### src/rtl/adc_capture.sv
// adc_capture: synchronized ADC capture with decimation, show-ahead sample FIFO, sticky overrun and write counter.
// Optional feature macro ADC_CAPTURE_OFFSET_BIN_EN: invert each sample MSB at capture (offset binary -> two's complement).
module adc_capture #(
    parameter int sig_width  = 12,
    parameter int fifo_depth = 4
) (
    input  logic                        clk,
    input  logic                        rst,
    input  logic                        conv_done,
    input  logic [sig_width-1:0]        adc_in_a,
    input  logic [sig_width-1:0]        adc_in_b,
    input  logic                        enable,
    input  logic [3:0]                  decim,
    output logic [sig_width-1:0]        out_a,
    output logic [sig_width-1:0]        out_b,
    output logic                        out_valid,
    input  logic                        out_ready,
    output logic [$clog2(fifo_depth):0] fifo_level,
    output logic                        overrun,
    input  logic                        clr_overrun,
    output logic [15:0]                 sample_cnt
);
    localparam int pw = $clog2(fifo_depth);
    localparam int lw = pw + 1;
    localparam logic [lw-1:0] full_lvl = lw'(fifo_depth);

    logic [2:0]           sync_q, sync_d;
    logic [3:0]           dcnt_q, dcnt_d;
    logic [pw-1:0]        wr_q, wr_d, rd_q, rd_d;
    logic [lw-1:0]        lvl_q, lvl_d;
    logic                 ovr_q, ovr_d;
    logic [15:0]          sample_cnt_q, sample_cnt_d;
    logic [sig_width-1:0] mem_a_q [fifo_depth];
    logic [sig_width-1:0] mem_b_q [fifo_depth];
    logic [sig_width-1:0] msb_flip, cap_a, cap_b;
    logic                 edge_det, kept, full, pop, push, drop;

`ifdef ADC_CAPTURE_OFFSET_BIN_EN
    assign msb_flip = {1'b1, {(sig_width-1){1'b0}}};
`else
    assign msb_flip = '0;
`endif

    assign out_valid  = lvl_q != '0;
    assign out_a      = mem_a_q[rd_q];
    assign out_b      = mem_b_q[rd_q];
    assign fifo_level = lvl_q;
    assign overrun    = ovr_q;
    assign sample_cnt = sample_cnt_q;

    // Edge detect, decimation, FIFO bookkeeping; a full FIFO still accepts a sample when the head pops in the same cycle
    always_comb begin
        sync_d       = {sync_q[1], sync_q[0], conv_done};
        edge_det     = sync_q[1] & ~sync_q[2];
        kept         = edge_det & enable & (dcnt_q == 4'd0);
        full         = lvl_q == full_lvl;
        pop          = out_valid & out_ready;
        push         = kept & (~full | pop);
        drop         = kept & full & ~pop;
        dcnt_d       = ~enable ? 4'd0 : edge_det ? ((dcnt_q >= decim) ? 4'd0 : dcnt_q + 4'd1) : dcnt_q;
        wr_d         = wr_q + pw'(push);
        rd_d         = rd_q + pw'(pop);
        lvl_d        = lvl_q + lw'(push) - lw'(pop);
        ovr_d        = drop | (ovr_q & ~clr_overrun);
        sample_cnt_d = sample_cnt_q + 16'(push);
        cap_a        = adc_in_a ^ msb_flip;
        cap_b        = adc_in_b ^ msb_flip;
    end

    // State registers; synchronizer resets high so a conv_done held through reset is not a capture edge
    always_ff @(posedge clk) begin
        if (rst) begin
            sync_q       <= '1;
            dcnt_q       <= '0;
            wr_q         <= '0;
            rd_q         <= '0;
            lvl_q        <= '0;
            ovr_q        <= 1'b0;
            sample_cnt_q <= '0;
            for (int i = 0; i < fifo_depth; i++) begin
                mem_a_q[i] <= '0;
                mem_b_q[i] <= '0;
            end
        end else begin
            sync_q       <= sync_d;
            dcnt_q       <= dcnt_d;
            wr_q         <= wr_d;
            rd_q         <= rd_d;
            lvl_q        <= lvl_d;
            ovr_q        <= ovr_d;
            sample_cnt_q <= sample_cnt_d;
            if (push) begin
                mem_a_q[wr_q] <= cap_a;
                mem_b_q[wr_q] <= cap_b;
            end
        end
    end
endmodule

### config.mk
export PLATFORM = sky130hd
export DESIGN_NAME = adc_capture
export DESIGN_NICKNAME = d
export VERILOG_FILES = /design/src/rtl/adc_capture.sv
export SDC_FILE = /design/constraint.sdc
export NUM_CORES = 1
export LEC_CHECK = 0
export CAP_MARGIN = 25
export CORE_MARGIN = 5
export CORE_UTILIZATION = 49
export CTS_CLUSTER_DIAMETER = 120
export DETAILED_ROUTE_END_ITERATION = 6
export PLACE_DENSITY = 0.82
export REMOVE_ABC_BUFFERS = 1
export SYNTH_ARGS = -nofsm -noshare
export SYNTH_HDL_FRONTEND = slang
export SYNTH_SLANG_ARGS = --single-unit
### constraint.sdc
create_clock -name clk -period 2.8 [get_ports clk]
set_input_delay 0.28 -clock clk [delete_from_list [all_inputs] [get_ports clk]]
set_output_delay 0.28 -clock clk [all_outputs]
set_load 0.02 [all_outputs]
# After elaboration in Yosys (flattened, before gate mapping)
# Memories as Yosys holds them, arrays and structs flattened. A register that Yosys moved wholly into a read port is not among the register bits.
# Cells that the tools add are included.
# classes
addsub	6
n_reduce_logical	5
n_lt_le_gt_ge	1
eq_ne	1
n_bitwise	15
muxes	14
# ops
op	n
12-bit two-way mux	2
12-bit OR reduction	2
16-bit by 1-bit adder with 16-bit output	1
1-bit bitwise AND	8
2-bit two-way mux	4
1-bit two-way mux	7
1-bit NOT	5
2-bit by 1-bit adder with 2-bit output	2
4-bit by 1-bit adder with 4-bit output (second input constant)	1
4-bit >= comparator	1
4-bit logical NOT	1
4-bit two-way mux	1
3-bit by 1-bit adder with 3-bit output	1
3-bit == test (second input constant)	1
3-bit nonzero test	1
3-bit by 1-bit subtractor with 3-bit output	1
1-bit bitwise OR	2
2-bit OR reduction	1
# word_totals
mem_bits_rw	96
memories	2
output_inout_bits	45
regBits	31
# memory_table
name	depth	width	read_ports	rd_clocked_by_memory_dff	write_ports	line_no	text
mem_a_q	4	12	1	1	4	33	logic [sig_width-1:0] mem_a_q [fifo_depth];
mem_b_q	4	12	1	1	4	34	logic [sig_width-1:0] mem_b_q [fifo_depth];

# Longest topological paths before layout
# depth
ltp_word	10
ltp_mapped	13

# Worst setup path before layout
# Ideal clock, no wire load.
# synth_timing
path_kind	flip-flop to flip-flop
from	register lvl_q[1], in the netlist fifo_level[1]
to	register lvl_q[2], in the netlist fifo_level[2]
setup_ns	0.126
setup_slack_ns	0.062
arrival_time_ns	2.611
path_buffers	2
path_stages_with_launch	12
cell_sequence	dfxtp_1 nor4b_1 or4_4 buf_6 clkbuf_1 ha_1 inv_1 ha_1 fa_1 xnor2_1 xnor2_1 nor2_1
# synth_between
elab_chain_cells	6
# synth_lines
item	line_no	text
start: declaration	30	logic [lw-1:0] lvl_q, lvl_d;
start signal: assignment	89	lvl_q <= lvl_d;
3-bit nonzero test / 3-bit == test (equally long branches)	44, 56	
1-bit bitwise AND / 1-bit NOT (equally long branches)	57, 58	
1-bit bitwise OR	58	push = kept & (~full | pop);
1-bit bitwise AND	58	
3-bit by 1-bit adder with 3-bit output	63	lvl_d = lvl_q + lw'(push) - lw'(pop);
3-bit by 1-bit subtractor with 3-bit output *	63	
# Mark *: on every way between the ends. The rest lies on a longest branch, timed or not.
# A chain may end at the register's enable or synchronous reset.

# Worst setup path after layout
# layout_timing
from	register dcnt_q[0]
to	register sample_cnt_q[12], in the netlist sample_cnt[12]
# layout_between
elab_chain_cells	4
# layout_lines
item	line_no	text
start: declaration	28	logic [3:0] dcnt_q, dcnt_d;
start signal: assignment	86	dcnt_q <= dcnt_d;
4-bit logical NOT	55	kept = edge_det & enable & (dcnt_q == 4'd0);
1-bit bitwise AND	55	
1-bit bitwise AND	58	
16-bit by 1-bit adder with 16-bit output	65	sample_cnt_d = sample_cnt_q + 16'(push);
end signal: assignment	91	sample_cnt_q <= sample_cnt_d;
end: declaration	32	logic [15:0] sample_cnt_q, sample_cnt_d;
# No other way between the ends.

==> results.json <==
{
  "die_height_um": 117,
  "rows": 39,
  "cp_data_required_time_ns": 3.05,
  "crit_path_end_kind": "register",
  "synth_seq_cells": 127,
  "grt_pass1_wl_um": 19200,
  "ys_async_sr_fraction_pct": 0,
  "hold_ws_ns": 0.416,
  "drt_iter0_markers": 192,
  "synth.most_common_cell": "nor2_1",
  "die-area_um2": 13600,
  "clkPwrFrac_pct": 38.7,
  "max_slew_margin_pct": 51.3,
  "finalHoldViolCount": 0,
  "initial_utilization_pct": 49.4,
  "ctsResizeCount": 0,
  "post_drt_wl_per_cell_um": 17.4,
  "grt_max_degree": 48,
  "synthTopCellsByArea": "edfxtp_1, dfxtp_1, mux4_2",
  "crit_type": "register to register",
  "gp_congestion": 0.831,
  "drv_cap": 0,
  "layout-drive-gt1-share_pct": 18.9,
  "worstHoldPathType": "register to register",
  "report.final.slew_viol_count": 0,
  "firstDrtPassIters": 4,
  "clk_transition_reported_paths_ns": 0.06,
  "cts_tree": "done",
  "p_seq_share_pct": 40.3,
  "post_cts_buffers": 0,
  "netSwitchingFraction_pct": 25.6,
  "p_comb_share_pct": 21.0,
  "ys.warnings.count": 0,
  "portBuffers": 78,
  "grt_antenna_before_repair": 0,
  "gr-usage-met2_pct": 32.7,
  "synth.top_cell.area_share_pct": 51.7,
  "clock_sinks": 127,
  "cellLeakagePower_nw": 2.51,
  "dp_hpwl_um": 7400,
  "worstMarginPinSlew_ns": 0.730,
  "syn_inst": 422,
  "grt_overflow": 0,
  "grt_setup_unrepaired": "false",
  "drt_wl_total_um": 11600,
  "ctsHtreeMaxLevel": 4,
  "total_power_mw": 5.40,
  "synth-main-ff-cell": "edfxtp_1",
  "cp_data_arrival_time_ns": 2.83,
  "powerDensity_nw_per_um2": 757,
  "gr-usage-all-layers_pct": 18.5,
  "cts.path.max_buffers": 2,
  "tns_ns": 0,
  "die_x_um": 117,
  "coreArea_um2": 11300,
  "skew_ns": 0.00665,
  "status": "complete, no violations",
  "antenna_left": 0,
  "num_io_pins": 79,
  "synth_cell_type_count": 35,
  "vdd_drop_max_mv": 0.484,
  "yosys.area.top_type": "edfxtp_1",
  "synth_common_cells": "nor2_1, edfxtp_1, dfxtp_1, nand2b_1, mux4_2",
  "grt_busiest_layer": "met2",
  "postSynthAreaPerCell_um2": 13.2,
  "ctsHoldBuffers": 0,
  "cts_buffers": 17,
  "internal-power_mw": 4.02,
  "grtUsageMet3_pct": 4.61,
  "nets": 558,
  "synthToLayoutAreaGrowth_pct": 28.0,
  "setup_viol": 0,
  "routed_via_density": 5.33,
  "clk_latency_ns": 0.40,
  "synth_edf_count": 96,
  "min_period_ns": 2.58,
  "synth-seq-area-share_pct": 62.9,
  "cp_max_fo": 4,
  "post-route-period-util_pct": 92.0,
  "grt_pass1_vias": 3839,
  "drc_errors": 0,
  "p_switching_mw": 1.38,
  "diodes": 0,
  "fmax_mhz": 388,
  "cts-root-buf": "clkbuf_16",
  "syn_area_um2": 5570,
  "critical_path.startpoint_type": "register",
  "fin_util_pct": 63.3,
  "gr-usage-met1_pct": 22.9,
  "via_count": 3548
}
[through the flow]
| stage | instances | setup WS (ns) | cell area, um2 |
|---|---|---|---|
| global route | 666 | 0.00206 | 7130 |
| finish | 666 | 0.223 | 7130 |
| CTS | 666 | 0.209 | 7130 |
| floorplan | 398 | -0.344 | 5440 |
| global placement | 635 | 0.0909 | 6560 |
| detailed placement | 635 | 0.0228 | 6560 |
[layer usage]
| metal | share of wire [%] | wire length [um] |
|---|---|---|
| met4 | 0.93 | 108 |
| met3 | 6.7 | 772 |
| met1 | 40 | 4610 |
| met5 | 0 | 0 |
| met2 | 53 | 6120 |
[critical path: stages (launching register included)]
cell and delay (ns):
dfxtp_1 0.34, inv_1 0.09, ha_1 0.16, nand4b_1 0.13, or4_4 0.46, inv_1 0.12
ha_1 0.19, ha_1 0.17, nand3_1 0.16, nor4_1 0.38, xnor2_1 0.17, nor2_1 0.06
[layout make-up]
cell class | count | area, um2
clock buffers | 17 | 425
well taps | 143 | 179
clock inverters | 14 | 145
flip-flops and latches | 127 | 3500
repair buffers | 94 | 946
multi-input cells | 260 | 1890
inverters | 11 | 41.3
fillers | 848 | 4140
[power groups by stage]
stage	combinational, mW	clock (mW)	sequential (mW)
after floorplan	0.574	0	2.28
after global placement	1.13	0	2.21
after detailed placement	1.15	0	2.21
after CTS	1.16	2.12	2.18
after global routing	1.21	2.22	2.19
final	1.13	2.09	2.17
[logic make-up (layout without fill, tap and decap cells)]
logic type               after synthesis  in the layout  synth area share, %
AND/OR/NAND/NOR                      193            193                 17.0
flip-flops                           127            127                 62.9
buffers and inverters                 35            136                 3.17
multiplexers                          25             25                 9.90
XOR/XNOR                              18             18                 2.83
adder cells (fa/ha/maj)               13             13                 3.05
AO/OA/AOI/OAI                         11             11                 1.23
[cells in the final DEF, fill, tap and decap left out, drive strengths merged, types with 7 or more instances in the layout]
master	n
clkinv	7
buf	17
dfxtp	31
nand3	7
clkbuf	17
edfxtp	96
xnor2	14
ha	12
nand2b	28
nor2	120
mux4	24
clkdlybuf4s50	77
nor2b	9
inv	12
[flip-flops by register name, summed over array words and instances, names as in the netlist]
signal	flops
dcnt_q	4
fifo_level	3
mem_a_q	48
mem_b_q	48
overrun	1
rd_q	2
sample_cnt	16
sync_q	3
wr_q	2
[final timing paths]
path	startpoint	endpoint	slack [ns]	depth (start not counted)
setup / recovery	dcnt_q[0]	sample_cnt[12]	0.22	11
hold / removal	sync_q[0]	sync_q[1]	0.42	1
setup reg to reg	dcnt_q[0]	sample_cnt[12]	0.22	11
hold reg to reg	sync_q[0]	sync_q[1]	0.42	1
Power figures use the tool's default switching activity.
